**config.mk**
```make
export PLATFORM = sky130hd
export DESIGN_NAME = fetch_queue
export DESIGN_NICKNAME = d
export VERILOG_FILES = /design/src/rtl/fetch_queue.sv
export SDC_FILE = /design/constraint.sdc
export NUM_CORES = 1
export LEC_CHECK = 0
export CAP_MARGIN = 10
export CELL_PAD_IN_SITES_DETAIL_PLACEMENT = 1
export CELL_PAD_IN_SITES_GLOBAL_PLACEMENT = 1
export CORE_ASPECT_RATIO = 2
export CORE_MARGIN = 1
export CORE_UTILIZATION = 25
export CTS_CLUSTER_DIAMETER = 150
export DETAILED_ROUTE_END_ITERATION = 16
export HOLD_SLACK_MARGIN = 0.08
export PLACE_DENSITY_LB_ADDON = 0.3
export RECOVER_POWER = 100
export SLEW_MARGIN = 20
export SYNTH_ARGS = -nofsm -noshare
export SYNTH_HDL_FRONTEND = slang
export SYNTH_SLANG_ARGS = --single-unit
```
**constraint.sdc**
```tcl
create_clock -name clk -period 4.5 [get_ports clk]
set_clock_uncertainty 0.1 [all_clocks]
set_input_delay 0.9 -clock clk [delete_from_list [all_inputs] [get_ports clk]]
set_output_delay 0.9 -clock clk [all_outputs]
set_load 0.05 [all_outputs]
```
**src/rtl/fetch_queue.sv**
```systemverilog
// Instruction fetch stage: owns the PC, issues in-order imem requests, buffers returned words in a registered FIFO.
// Optional FETCH_STATS_EN adds stat_fetched/stat_flushed counters.
module fetch_queue #(
  parameter int unsigned        INSTRSIZE = 31,
  parameter int unsigned        DEPTH     = 4,
  parameter logic [INSTRSIZE:0] RESET_PC  = '0
) (
  input  logic                 clk,
  input  logic                 reset,
  output logic                 imem_req,
  output logic [INSTRSIZE:0]   imem_addr,
  input  logic                 imem_gnt,
  input  logic                 imem_rvalid,
  input  logic [INSTRSIZE:0]   imem_rdata,
  input  logic                 redirect,
  input  logic [INSTRSIZE:0]   redirect_pc,
  output logic                 instr_valid,
  output logic [INSTRSIZE:0]   instr,
  output logic [INSTRSIZE:0]   instr_pc,
  output logic [INSTRSIZE:0]   instr_pcplus4,
  input  logic                 instr_ready
`ifdef FETCH_STATS_EN
  ,
  output logic [31:0]          stat_fetched,
  output logic [31:0]          stat_flushed
`endif
);

  localparam int unsigned W  = INSTRSIZE + 1;
  localparam int unsigned CW = $clog2(DEPTH + 1);
  localparam int unsigned SW = CW + 1;
  localparam int unsigned PW = $clog2(DEPTH);

  logic [W-1:0]  fetch_pc_q, fetch_pc_d;
  logic [CW-1:0] count_q, count_d;
  logic [CW-1:0] outstanding_q, outstanding_d;
  logic [CW-1:0] discard_q, discard_d;
  logic [PW-1:0] rd_ptr_q, rd_ptr_d, wr_ptr_q, wr_ptr_d;
  logic [PW-1:0] tag_rd_q, tag_rd_d, tag_wr_q, tag_wr_d;
  logic [W-1:0]  fifo_instr_q [DEPTH];
  logic [W-1:0]  fifo_instr_d [DEPTH];
  logic [W-1:0]  fifo_pc_q    [DEPTH];
  logic [W-1:0]  fifo_pc_d    [DEPTH];
  logic [W-1:0]  tag_q        [DEPTH];
  logic [W-1:0]  tag_d        [DEPTH];
  logic          issue_c, push_c, pop_c;

  // Credits cover both queued words and in-flight requests, including ones to be discarded.
  assign imem_req      = !reset && !redirect &&
                         (({1'b0, count_q} + {1'b0, outstanding_q}) < SW'(DEPTH));
  assign imem_addr     = fetch_pc_q;
  assign instr_valid   = (count_q != '0);
  assign instr         = instr_valid ? fifo_instr_q[rd_ptr_q] : '0;
  assign instr_pc      = instr_valid ? fifo_pc_q[rd_ptr_q] : '0;
  assign instr_pcplus4 = instr_valid ? (fifo_pc_q[rd_ptr_q] + W'(4)) : '0;

  assign issue_c = imem_req && imem_gnt;
  assign pop_c   = instr_valid && instr_ready && !redirect;
  assign push_c  = imem_rvalid && (discard_q == '0) && !redirect;

  always_comb begin
    fetch_pc_d    = fetch_pc_q;
    count_d       = count_q;
    outstanding_d = outstanding_q;
    discard_d     = discard_q;
    rd_ptr_d      = rd_ptr_q;
    wr_ptr_d      = wr_ptr_q;
    tag_rd_d      = tag_rd_q;
    tag_wr_d      = tag_wr_q;
    fifo_instr_d  = fifo_instr_q;
    fifo_pc_d     = fifo_pc_q;
    tag_d         = tag_q;

    // Every response retires its tag, whether kept or dropped.
    if (imem_rvalid) tag_rd_d = tag_rd_q + PW'(1);

    if (redirect) begin
      fetch_pc_d    = {redirect_pc[W-1:2], 2'b00};
      count_d       = '0;
      rd_ptr_d      = '0;
      wr_ptr_d      = '0;
      outstanding_d = outstanding_q - CW'(imem_rvalid);
      discard_d     = outstanding_q - CW'(imem_rvalid);
    end else begin
      if (issue_c) begin
        fetch_pc_d      = fetch_pc_q + W'(4);
        tag_d[tag_wr_q] = fetch_pc_q;
        tag_wr_d        = tag_wr_q + PW'(1);
      end
      if (imem_rvalid && (discard_q != '0)) discard_d = discard_q - CW'(1);
      if (push_c) begin
        fifo_instr_d[wr_ptr_q] = imem_rdata;
        fifo_pc_d[wr_ptr_q]    = tag_q[tag_rd_q];
        wr_ptr_d               = wr_ptr_q + PW'(1);
      end
      if (pop_c) rd_ptr_d = rd_ptr_q + PW'(1);
      outstanding_d = outstanding_q + CW'(issue_c) - CW'(imem_rvalid);
      count_d       = count_q + CW'(push_c) - CW'(pop_c);
    end
  end

  always_ff @(posedge clk) begin
    if (reset) begin
      fetch_pc_q    <= RESET_PC;
      count_q       <= '0;
      outstanding_q <= '0;
      discard_q     <= '0;
      rd_ptr_q      <= '0;
      wr_ptr_q      <= '0;
      tag_rd_q      <= '0;
      tag_wr_q      <= '0;
      fifo_instr_q  <= '{default: '0};
      fifo_pc_q     <= '{default: '0};
      tag_q         <= '{default: '0};
    end else begin
      fetch_pc_q    <= fetch_pc_d;
      count_q       <= count_d;
      outstanding_q <= outstanding_d;
      discard_q     <= discard_d;
      rd_ptr_q      <= rd_ptr_d;
      wr_ptr_q      <= wr_ptr_d;
      tag_rd_q      <= tag_rd_d;
      tag_wr_q      <= tag_wr_d;
      fifo_instr_q  <= fifo_instr_d;
      fifo_pc_q     <= fifo_pc_d;
      tag_q         <= tag_d;
    end
  end

  // A full FIFO can never receive a word while the credit rule holds.
  assert property (@(posedge clk) disable iff (reset) !(push_c && (count_q == CW'(DEPTH))));

`ifdef FETCH_STATS_EN
  logic [31:0] stat_fetched_q, stat_fetched_d;
  logic [31:0] stat_flushed_q, stat_flushed_d;

  // Flushed counts cleared FIFO entries plus every response that is thrown away.
  always_comb begin
    stat_fetched_d = stat_fetched_q + 32'(pop_c);
    stat_flushed_d = stat_flushed_q;
    if (redirect)
      stat_flushed_d = stat_flushed_q + 32'(count_q) + 32'(imem_rvalid);
    else if (imem_rvalid && (discard_q != '0))
      stat_flushed_d = stat_flushed_q + 32'd1;
  end

  always_ff @(posedge clk) begin
    if (reset) begin
      stat_fetched_q <= '0;
      stat_flushed_q <= '0;
    end else begin
      stat_fetched_q <= stat_fetched_d;
      stat_flushed_q <= stat_flushed_d;
    end
  end

  assign stat_fetched = stat_fetched_q;
  assign stat_flushed = stat_flushed_q;
`endif

endmodule

```
After elaboration in Yosys (flattened, before gate mapping) --
Index checks and enable logic that the tools add are counted. W data, S select, Z words.
Word-level totals: flip-flop bits (word level) 433, latch bits 0, bits in writable memories 0, bits in read-only memories 0, logic and storage cells 90, memories kept 0
Cells by class: $add $sub $neg 13, multiply operators 0, div/mod/pow operators 0, $lt $le $gt $ge 7, equality and inequality tests 0, shifts and indexed selects 0, mux-type cells 24, bitwise operators 5, reduce and logical (&&, ||, !) cells 20
Operator list (count):
- $mux W32 | 13
- $bwmux W128 | 3
- $bmux W32 S2 | 3
- $demux W32 S2 | 2
- $add A32 B3 Y32 const B | 2
- $ge A3 B3 Y1 const B | 4
- $not A2 Y3 | 4
- $logic_and A1 B1 Y1 | 10
- $mux W3 | 3
- $sub A3 B1 Y3 | 3
- $add A2 B1 Y2 const B | 4
- $add A3 B1 Y3 | 2
- $lt A3 B1 Y1 const B | 2
- $reduce_bool A3 Y1 | 2
- $add A3 B3 Y4 | 1
- $lt A4 B3 Y1 const B | 1
- $reduce_and A2 Y1 | 2
- $reduce_bool A2 Y1 | 2
- $logic_not A3 Y1 | 1
- $sub A3 B1 Y3 const B | 1
- $logic_not A1 Y1 | 2
- $reduce_or A2 Y1 | 1
- $not A1 Y1 | 1

Longest topological paths before layout --
word-level depth 7, gate-level depth with buffers 15, gate-level depth less buffers 12

Worst setup path before layout --
No wires, ideal clock.
path kind register -> output, start point register rd_ptr_q[0], end point output instr_pcplus4[18], arrival 2.869 ns, required time 3.500 ns, setup slack 0.631 ns, cell stages (with the launch flop) 9, buffers on the path 3, cell sequence dfxtp_1 -> buf_6 -> buf_12 -> mux4_2 -> ha_1 -> clkbuf_1 -> clkinv_1 -> or4_1 -> a21oi_1
Between the ends: longest elaborated chain between the ends 6
RTL lines:
- start: declaration | RTL line 38 | logic [PW-1:0] rd_ptr_q, rd_ptr_d, wr_ptr_q, wr_ptr_d;
- start signal: assignment | RTL line 120 | rd_ptr_q <= rd_ptr_d;
- $not A2 Y3 (implied by the code) | RTL line 55 | assign instr_pcplus4 = instr_valid ? (fifo_pc_q[rd_ptr_q] + W'(4)) : '0;
- $bmux W32 S2 | RTL line 55
- $mux W32 (implied by the code) (2 in a row) | RTL line 55
- $add A32 B3 Y32 | RTL line 55
- $mux W32 | RTL line 55
- end: declaration | RTL line 20 | output logic [INSTRSIZE:0] instr_pcplus4,
Every way passes these cells. The select of a mux whose other input is x is not followed.

Final worst setup path --
start point register count_q[1], end point output instr_pc[23]
Between the ends: longest elaborated chain between the ends 2
RTL lines:
- start: declaration | RTL line 35 | logic [CW-1:0] count_q, count_d;
- start signal: assignment | RTL line 117 | count_q <= count_d;
- $reduce_bool A3 Y1 | RTL line 52 | assign instr_valid = (count_q != '0);
- $mux W32 | RTL line 54 | assign instr_pc = instr_valid ? fifo_pc_q[rd_ptr_q] : '0;
- end: declaration | RTL line 19 | output logic [INSTRSIZE:0] instr_pc,
Every way passes these cells.

==> out/metrics.yaml <==
drc: 0
tritoncts_sink_count: 415
grt_antenna_before_repair: 0
postSynth.asyncResetShare_pct: 0
firstDrtPassIters: 5
boundaryPins: 200
dp_hpwl_um: 46600
wl_met1_um: 28000
clock_tree_from_tritoncts: "done"
category_of_the_worst_setup_path_capture_point: "output pin"
number_of_vias_per_cell: 4.98
period_minus_slack_ps: 4370
place.gp.congestion: 0.756
status: "complete, but fails checks"
clockRootBuffer: "sky130_fd_sc_hd__clkbuf_16"
congestion_overflow_gr: 0
ys_seq_area_share_pct: 43.8
min_path_type: "flip-flop to flip-flop"
edff_count_synth: 0
slew_headroom_pct: -26.5
setup.worst_path.class: "flip-flop to output pin"
maximum_clock_insertion_buffer_count: 3
worst_skew_pair.late_latency_ps: 560
total_routed_wirelength_um: 71200
final_setup_violation_count: 0
core.rowCount: 142
cts.htree.levels: 2
number_of_hold_violations_in_the_final_report: 0
timing_worst_slew_pin_value_ps: 1900
wl_met2_um: 39200
final.fill_count: 8852
drt_iter0_drc: 671
grt_max_degree: 243
detailroute.via_count: 17100
met3WireLength_um: 1980
initial_core_util_pct: 25.3
fp.coreArea_mm2: 0.0750
path_max_fanout: 64
synth.lib_cells_used.distinct: 62
diodes: 0
synthCells: 2294
finish.instance_area_mm2: 0.0233
avgSynthCellArea_um2: 8.28
post_dp_cell_area_mm2: 0.0218
vias_in_the_first_global_route: 18300
crit_arrival_ps: 3370
routedWlPerCell_um: 20.8
clk_pin_slew_worst_paths_ps: 60
leakage_nw: 7.70
violations: "max-capacitance violations, max-slew violations"
die_height_um: 392
drv.max_cap_violation_count: 4
area.growth.synth_to_final_pct: 22.7
startpoint_type: "flip-flop"
final.period_utilization_pct: 97.1
worst-endpoint-required_ps: 3500
port_buffers: 191
power.density_mw_per_mm2: 358
postRouteAntennaNets: 0
nNetsFinal: 2477
yosysWarnings: 0
top_layer: "met4"
combined_global_route_utilization_of_all_metal_layers_pct: 18.3
netlist_area_mm2: 0.0190
final_layout_size_suffix_gt1_share_pct: 11.0
rsz0062_at_grt: "false"
grt_first_pass_wirelength_um: 108000
max_freq_ghz: 0.229
tritoncts.num_buffers: 44
synth.ff_latch_count: 415
dieArea_mm2: 0.0771
most_instantiated_flip_flop_cell_in_the_synthesis_netlist: "sky130_fd_sc_hd__dfxtp_1"
p_total_mw: 8.34
chipWidth_um: 197
fin_tns_setup_ps: 0
report.final.slew_viol_count: 89
cts_hold_buffers_added: 0
max-vdd-ir-drop_mv: 0.233
==> worst paths after layout <==
path / slack, ps / endpoint / start / cells past startpoint
worst max register to register: 650 / tag_q[95] / count_q[1] / 8
worst max-delay path: 130 / instr_pc[23] / count_q[1] / 5
worst min register to register: 350 / fifo_pc_q[101] / fifo_pc_q[101] / 2
worst min-delay path: 350 / fifo_pc_q[101] / fifo_pc_q[101] / 2
==> final cells by class <==
cell class | instances | area, µm² | area share [%]
Multi-Input combinational cell | 1649 | 9730 | 41.8
Sequential cell | 415 | 8310 | 35.7
Timing Repair Buffer | 247 | 2380 | 10.2
Clock buffer | 64 | 1320 | 5.66
Tap cell | 1008 | 1260 | 5.41
Clock inverter | 14 | 176 | 0.757
Inverter | 28 | 106 | 0.457
==> metrics by stage <==
| step | std cells | utilization (%) | hold WS (ps) | worst slack (ps) |
|---|---|---|---|---|
| after global routing | 3425 | 31.1 | 372 | 40.4 |
| after floorplan | 2299 | - | 332 | 631 |
| after detailed placement | 3341 | 29.1 | 345 | 343 |
| after global placement | 3341 | 29.1 | 338 | 396 |
| final | 3425 | 31.1 | 350 | 132 |
| after CTS | 3424 | 31.2 | 354 | 39.7 |
==> critical path, cell delays in order (launching register included) <==
cell and delay (ps):
sky130_fd_sc_hd__dfxtp_1 350, sky130_fd_sc_hd__nor3_1 930, sky130_fd_sc_hd__inv_2 30, sky130_fd_sc_hd__buf_4 390, sky130_fd_sc_hd__and2_0 320, sky130_fd_sc_hd__dlygate4sd3_1 790
==> power by group <==
part | internal, mW | switching, mW | leakage [nW]
Combinational | 0.228 | 0.450 | 3.61
Sequential | 3.73 | 0.101 | 3.35
Clock | 2.26 | 1.57 | 0.740
==> registers in the layout (all words and copies together), names as in the netlist <==
signal	flops
count_q	3
tag_q	120
discard_q	3
outstanding_q	3
wr_ptr_q	2
fifo_pc_q	120
imem_addr	30
tag_rd_q	2
tag_wr_q	2
fifo_instr_q	128
rd_ptr_q	2
==> layout by cell type (no fill, tap or decap), types with 7 or more instances in the layout <==
cell                              count
sky130_fd_sc_hd__nor3_1              11
sky130_fd_sc_hd__inv_1               25
sky130_fd_sc_hd__buf_12              13
sky130_fd_sc_hd__o21ai_0             23
sky130_fd_sc_hd__nand3_1            135
sky130_fd_sc_hd__clkbuf_16           46
sky130_fd_sc_hd__clkdlybuf4s50_1     67
sky130_fd_sc_hd__and3_1               9
sky130_fd_sc_hd__and2_1              62
sky130_fd_sc_hd__dfxtp_1            412
sky130_fd_sc_hd__a21oi_1            397
sky130_fd_sc_hd__xor2_1               8
sky130_fd_sc_hd__mux2_2               7
sky130_fd_sc_hd__clkbuf_1            17
sky130_fd_sc_hd__mux4_2              87
sky130_fd_sc_hd__buf_4               39
sky130_fd_sc_hd__dlygate4sd3_1       98
sky130_fd_sc_hd__nor2_1              55
sky130_fd_sc_hd__clkbuf_2            14
sky130_fd_sc_hd__or4_1                9
sky130_fd_sc_hd__a31oi_1             17
sky130_fd_sc_hd__clkbuf_8            10
sky130_fd_sc_hd__ha_1                16
sky130_fd_sc_hd__and2_0               8
sky130_fd_sc_hd__xnor2_1             16
sky130_fd_sc_hd__or3_1                8
sky130_fd_sc_hd__clkinv_2             9
sky130_fd_sc_hd__nand4_1             16
sky130_fd_sc_hd__nand2_1            671
==> repair_timing <==
| item | CTS | global route |
|---|---|---|
| gates resized for setup | 6 | 1 |
| endpoints found under the setup margin | 12 | 2 |
| gates cloned | 0 | 0 |
| setup buffers | 5 | 0 |
==> synthesized netlist by cell type, types with 5 or more instances <==
cell                       count  area [µm²]
sky130_fd_sc_hd__nand2_1     675        2530
sky130_fd_sc_hd__dfxtp_1     415        8310
sky130_fd_sc_hd__a21oi_1     397        1990
sky130_fd_sc_hd__clkbuf_1    175         657
sky130_fd_sc_hd__nand3_1     135         676
sky130_fd_sc_hd__mux4_2       85        1910
sky130_fd_sc_hd__and2_1       71         444
sky130_fd_sc_hd__nor2_1       55         206
sky130_fd_sc_hd__inv_1        26        97.6
sky130_fd_sc_hd__o21ai_0      23         115
sky130_fd_sc_hd__ha_1         20         250
sky130_fd_sc_hd__a31oi_1      17         106
sky130_fd_sc_hd__nand4_1      16         100
sky130_fd_sc_hd__xnor2_1      16         140
sky130_fd_sc_hd__nor3_1       11        55.1
sky130_fd_sc_hd__and3_1        9        56.3
sky130_fd_sc_hd__buf_1         9        33.8
sky130_fd_sc_hd__buf_2         9        45.0
sky130_fd_sc_hd__or4_1         9        67.6
sky130_fd_sc_hd__mux2_2        8        90.1
sky130_fd_sc_hd__nor4_1        8        50.1
sky130_fd_sc_hd__or3_1         8        50.1
sky130_fd_sc_hd__xor2_1        8        70.1
sky130_fd_sc_hd__mux4_1        7         184
sky130_fd_sc_hd__buf_4         6        45.0
sky130_fd_sc_hd__o31ai_1       5        37.5
==> cells by family (layout without fill, tap and decap cells) <==
logic type                 Yosys count  count (layout)  synth area share, %
and+or+nand+nor                   1023            1023                 23.6
AOI/OAI and AO/OA                  470             470                 13.0
DFF                                415             415                 43.8
buffers and inverters              235             353                 5.21
muxes                              104             104                 11.8
xor gates and xnor gates            24              24                 1.11
adders and majority gates           22              22                 1.53
other                                1               6               0.0198
==> routing by layer <==
metal / global-route usage [%] / up-vias
li1: - / 8023
met1: 19.9 / 8611
met2: 36.3 / 341
met3: 1.64 / 96
met4: 6.13 / 0
met5: 0 / -
Power figures use the tool's default switching activity.
